**src/rtl/mem_rsp_cut_pkg.sv**
```systemverilog
// Shared types and sizing helpers for the memory-island response cut array.
package mem_rsp_cut_pkg;

    typedef enum logic {
        CUT_SPILL = 1'b0,
        CUT_PIPE  = 1'b1
    } cut_mode_e;

    function automatic int unsigned max_entries(input int unsigned cuts, input cut_mode_e mode);
        return (mode == CUT_SPILL) ? cuts * 2 : cuts;
    endfunction

    function automatic int unsigned cnt_width(input int unsigned max_ent);
        return (max_ent == 0) ? 1 : unsigned'($clog2(max_ent + 1));
    endfunction

endpackage

```
**src/rtl/mem_rsp_cut_stage.sv**
```systemverilog
// One valid/ready register stage: 2-entry spill (cuts ready) or 1-entry pipe (ready stays combinational).
module mem_rsp_cut_stage
    import mem_rsp_cut_pkg::*;
#(
    parameter int unsigned DataWidth = 32,
    parameter cut_mode_e   CutMode   = CUT_SPILL
) (
    input  logic                 clk_i,
    input  logic                 rst_ni,
    input  logic                 flush_i,
    input  logic                 valid_i,
    output logic                 ready_o,
    input  logic [DataWidth-1:0] data_i,
    output logic                 valid_o,
    input  logic                 ready_i,
    output logic [DataWidth-1:0] data_o,
    output logic [1:0]           fill_o
);

    if (CutMode == CUT_SPILL) begin : g_spill
        logic                 r_a_vld, r_b_vld;
        logic [DataWidth-1:0] r_a_data, r_b_data;
        logic                 w_push, w_pop;

        assign ready_o = !r_b_vld;
        assign w_push  = valid_i && !r_b_vld;
        assign w_pop   = r_a_vld && ready_i;

        always_ff @(posedge clk_i or negedge rst_ni) begin
            if (!rst_ni) begin
                r_a_vld <= 1'b0;
                r_b_vld <= 1'b0;
            end else if (flush_i) begin
                r_a_vld <= 1'b0;
                r_b_vld <= 1'b0;
            end else if (w_pop) begin
                // B full implies no push this cycle, so B simply shifts into A
                if (r_b_vld) begin
                    r_a_vld <= 1'b1;
                    r_b_vld <= 1'b0;
                end else begin
                    r_a_vld <= w_push;
                end
            end else if (w_push) begin
                if (r_a_vld) r_b_vld <= 1'b1;
                else         r_a_vld <= 1'b1;
            end
        end

        always_ff @(posedge clk_i) begin
            if (w_pop && r_b_vld)                  r_a_data <= r_b_data;
            else if (w_push && (w_pop || !r_a_vld)) r_a_data <= data_i;
            if (w_push && r_a_vld && !w_pop)        r_b_data <= data_i;
        end

        assign valid_o = r_a_vld;
        assign data_o  = r_a_data;
        assign fill_o  = {1'b0, r_a_vld} + {1'b0, r_b_vld};
    end else begin : g_pipe
        logic                 r_vld;
        logic [DataWidth-1:0] r_data;
        logic                 w_push;

        assign ready_o = !r_vld || ready_i;
        assign w_push  = valid_i && ready_o;

        always_ff @(posedge clk_i or negedge rst_ni) begin
            if (!rst_ni)      r_vld <= 1'b0;
            else if (flush_i) r_vld <= 1'b0;
            else if (w_push)  r_vld <= 1'b1;
            else if (ready_i) r_vld <= 1'b0;
        end

        always_ff @(posedge clk_i) begin
            if (w_push) r_data <= data_i;
        end

        assign valid_o = r_vld;
        assign data_o  = r_data;
        assign fill_o  = {1'b0, r_vld};
    end

endmodule

```
**src/rtl/mem_rsp_cut_array.sv**
```systemverilog
// Per-channel chains of response cut stages with flush gating and occupancy reporting.
module mem_rsp_cut_array
    import mem_rsp_cut_pkg::*;
#(
    parameter int unsigned  DataWidth   = 32,
    parameter int unsigned  NumChannels = 1,
    parameter int unsigned  NumCuts     = 1,
    parameter cut_mode_e    CutMode     = CUT_SPILL,
    localparam int unsigned MaxEntries  = max_entries(NumCuts, CutMode),
    localparam int unsigned CntWidth    = cnt_width(MaxEntries)
) (
    input  logic                                   clk_i,
    input  logic                                   rst_ni,
    input  logic                                   flush_i,
    input  logic [NumChannels-1:0]                 rvalid_i,
    output logic [NumChannels-1:0]                 rready_o,
    input  logic [NumChannels-1:0][DataWidth-1:0]  rdata_i,
    output logic [NumChannels-1:0]                 rvalid_o,
    input  logic [NumChannels-1:0]                 rready_i,
    output logic [NumChannels-1:0][DataWidth-1:0]  rdata_o,
    output logic [NumChannels-1:0][CntWidth-1:0]   occupancy_o,
    output logic                                   idle_o
);

    logic [NumChannels-1:0] w_ch_idle;

    for (genvar c = 0; c < NumChannels; c++) begin : g_ch
        if (NumCuts == 0) begin : g_bypass
            assign rvalid_o[c]    = rvalid_i[c] && !flush_i;
            assign rready_o[c]    = rready_i[c] && !flush_i;
            assign rdata_o[c]     = rdata_i[c];
            assign occupancy_o[c] = '0;
        end else begin : g_cuts
            logic [NumCuts:0]     w_vld, w_rdy;
            logic [DataWidth-1:0] w_data [NumCuts+1];
            logic [1:0]           w_fill [NumCuts];
            logic [CntWidth-1:0]  w_occ;

            // Gating at the boundary only: internal stages are cleared by flush anyway
            assign w_vld[0]       = rvalid_i[c] && !flush_i;
            assign w_data[0]      = rdata_i[c];
            assign rready_o[c]    = w_rdy[0] && !flush_i;
            assign rvalid_o[c]    = w_vld[NumCuts] && !flush_i;
            assign rdata_o[c]     = w_data[NumCuts];
            assign w_rdy[NumCuts] = rready_i[c];

            for (genvar s = 0; s < NumCuts; s++) begin : g_stage
                mem_rsp_cut_stage #(
                    .DataWidth (DataWidth),
                    .CutMode   (CutMode)
                ) u_stage (
                    .clk_i   (clk_i),
                    .rst_ni  (rst_ni),
                    .flush_i (flush_i),
                    .valid_i (w_vld[s]),
                    .ready_o (w_rdy[s]),
                    .data_i  (w_data[s]),
                    .valid_o (w_vld[s+1]),
                    .ready_i (w_rdy[s+1]),
                    .data_o  (w_data[s+1]),
                    .fill_o  (w_fill[s])
                );
            end

            always_comb begin
                w_occ = '0;
                for (int s = 0; s < NumCuts; s++) begin
                    w_occ = w_occ + CntWidth'(w_fill[s]);
                end
            end

            assign occupancy_o[c] = w_occ;
        end

        assign w_ch_idle[c] = (occupancy_o[c] == '0);
    end

    assign idle_o = &w_ch_idle;

endmodule

```
**config.mk**
```make
export PLATFORM = sky130hd
export DESIGN_NAME = mem_rsp_cut_array
export DESIGN_NICKNAME = d
export VERILOG_FILES = /design/src/rtl/mem_rsp_cut_pkg.sv /design/src/rtl/mem_rsp_cut_stage.sv /design/src/rtl/mem_rsp_cut_array.sv
export SDC_FILE = /design/constraint.sdc
export NUM_CORES = 1
export LEC_CHECK = 0
export ABC_CLOCK_PERIOD_IN_PS = 5400
export CAP_MARGIN = 30
export CORE_ASPECT_RATIO = 1.2
export CORE_UTILIZATION = 30
export CTS_CLUSTER_SIZE = 20
export DETAILED_ROUTE_END_ITERATION = 10
export GPL_ROUTABILITY_DRIVEN = 1
export GPL_TIMING_DRIVEN = 0
export SLEW_MARGIN = 30
export SYNTH_ARGS = -nofsm -noshare
export SYNTH_HDL_FRONTEND = slang
export SYNTH_SLANG_ARGS = --single-unit
```
**constraint.sdc**
```tcl
create_clock -name clk_i -period 5.4 [get_ports clk_i]
set_input_delay 0.54 -clock clk_i [delete_from_list [all_inputs] [get_ports clk_i]]
set_output_delay 0.54 -clock clk_i [all_outputs]
set_load 0.1 [all_outputs]
```
==> qor.txt <==
GR Overflow Total - 0
Fill count - 733
Fin. Hold Viols - 0
Total Nets Final - 243
Synthesized cell area - 2580 sq um
Post-DP HPWL - 3.11 mm
Critical path's slowest cell - clkdlybuf4s50_1
Final setup viols - 0
I/O pin count - 74
Final standard cell area without fillers - 3670 sq um
Slew @ Worst Pin - 0.994 ns
Crit share post-route - 53.4%
Setup ws final - 2.52 ns
Crit-path max cell delay - 1.16 ns
Setup Buffers After CTS - 0
Area share of the largest cell type after synthesis - 74.4%
Area grow syn2layout - 42.1%
Fin cells - 322
Synth cell types - 15
PD cells - 313 nW/um^2
Net Count, Synth - 157
CTS sink count - 66
I/O Buffers - 73
Deepest clock path buffer count - 2
Critical Path RT - 4.86 ns
Largest cells by area after synthesis - edfxtp_1 74%, mux2_4 17%, dfrtp_1 1.9%, buf_6 1.3%, ha_1 0.97%
CTS root buffer - clkbuf_8
Leak pwr - 1.36 nW
CP max FO - 5
# rows - 36
Drt first pass iters - 3
Initial Utilization - 31.3%
Total Power - 1.15 mW
DR DRC count - 0
Iter 0 DRT Violations - 59
Hold_ws - 0.365 ns
Vias in the first global route - 1,339
Largest net degree at the start of global routing - 25
Outcome - finished clean
Cell Chain, Critical Path - clkdlybuf4s50_1 -> nor2_1 -> clkdlybuf4s50_1
ANT cells - 0
Gr usage total - 10.6%
Routed Antenna Nets - 0
Vias - 1,349
Maximum clock frequency - 0.347 GHz
Count leader, synth - edfxtp_1
CTS hold repair buffers - 0
WP buf/inv - 2
Fin util - 44.6%
Core area - 8240 sq um
Post-Route Setup TNS - 0 ns
CTS tree - done
RSZ-0062 raised after global routing - false
Maxcap violations - 0
Pre-CTS setup slack - 2.53 ns
Wirelength per Cell - 13.7 um
Layout cells sized above 1 - 26.4%
EDFF count, synth - 64
Post-DP Area - 3510 sq um
Total Wirelength - 4.43 mm
Avg Cell Area, Syn - 21.9 sq um
Startpoint Class - primary input
Slew Viols, Final - 0
Leading area contributor after synthesis - edfxtp_1
Storage cell area - 1970 sq um
Post-synthesis cell count - 118
Layout Skew - 0.00768 ns
Multi-input logic area - 579 sq um
CP Capture Type - primary output
First-pass GRT wire length - 6.90 mm
#FFs+latches synth - 66
Final Critical Period - 2.88 ns
Worst-skew pair later-pin latency - 0.33 ns
Reg clk slew, reported paths - 0.06 ns
Crit path kind - in2out
H-tree Lvls - 3
Synth Warn # - 0
Predominant post-synthesis flop cell - edfxtp_1
Synth top cells by count - 64 x edfxtp_1, 30 x mux2_4, 4 x nor2_1, 3 x a21oi_1, 3 x buf_6
Top delay family on crit path - buffers and inverters
Die H - 104 um
Hold Crit Class - in2async
Die ar. - 8990 sq um
Vias per cell - 4.19
Worst EP arrival - 2.34 ns
Final GP Congestion - 0.682
Post-CTS sizing - 0
Peak supply drop - 0.109 mV
# placed instances - 307
Relative slew slack - 33.5%
Most used cell, CP - clkdlybuf4s50_1
Initial antenna violation count - 0
Die width - 86.7 um
Register area share after synthesis - 76.3%
Synth async-reset ratio - 3.03%
Cts bufs inserted - 9
## flip-flops by register name, indices dropped and copies added, names as in the netlist
name	count
g_ch.g_cuts.g_stage.u_stage.data_o	32
g_ch.g_cuts.g_stage.u_stage.g_spill.r_b_data	32
g_ch.g_cuts.g_stage.u_stage.g_spill.r_b_vld	1
g_ch.g_cuts.g_stage.u_stage.valid_o	1
## area by class of cell
| cell class | count | share of cell area [%] |
|---|---|---|
| sequential | 66 | 53.7 |
| timing repair buffer | 75 | 21.2 |
| multi-input combinational | 47 | 15.8 |
| tap | 114 | 3.88 |
| clock buffer | 9 | 3.37 |
| clock inverter | 6 | 0.954 |
| buffer | 3 | 0.920 |
| inverter | 2 | 0.204 |
## cells in the final DEF (no fill, tap or decap)
cell type        count
a211oi_1             1
a21o_1               1
a21oi_1              3
and3_2               1
buf_12               1
buf_16               1
buf_6                3
clkbuf_8             9
clkdlybuf4s50_1     73
clkinv_2             4
clkinvlp_4           2
dfrtp_1              2
edfxtp_1            64
ha_1                 2
inv_1                2
mux2_2               2
mux2_4              30
nand2_1              1
nand3_2              1
nor2_1               3
nor2_4               1
nor3b_1              1
## final timing paths
path | slack, ns | cells past startpoint | end | startpoint
max reg2reg | 3.67 | 4 | g_ch[0].g_cuts.g_stage[0].u_stage.data_o[14] | flip-flop
min | 0.37 | 1 | g_ch[0].g_cuts.g_stage[0].u_stage.valid_o | rst_ni
max in group asynchronous | 4.92 | 1 | asynchronous set/reset pin | rst_ni
min reg2reg | 0.55 | 1 | g_ch[0].g_cuts.g_stage[0].u_stage.data_o[20] | flip-flop
max | 2.52 | 3 | rready_o | flush_i
min in group clk_i | 0.55 | 1 | g_ch[0].g_cuts.g_stage[0].u_stage.data_o[20] | flip-flop
## cell families (layout without fill, tap and decap cells)
| family | Yosys count | in the layout | synth area share [%] |
|---|---|---|---|
| adder cells (fa/ha/maj) | 2 | 2 | 0.968 |
| AO/OA/AOI/OAI | 5 | 5 | 1.16 |
| AND/OR/NAND/NOR | 8 | 8 | 1.65 |
| flip-flops | 66 | 66 | 76.3 |
| multiplexers | 32 | 32 | 18.3 |
| buffers and inverters | 5 | 95 | 1.60 |
## routing by layer
metal	GRT usage, %	share of wire [%]	vias up
li1	-	-	631
met4	6.79	1.9	0
met5	0	0	-
met2	16.6	49	50
met1	12.3	44	659
met3	3.51	5.0	9
## power by group
group / internal, mW / switching (mW) / total (mW)
Sequential: 0.583 / 0.00553 / 0.589
Clock: 0.160 / 0.181 / 0.342
Combinational: 0.0717 / 0.146 / 0.217
Power figures use the tool's default switching activity.
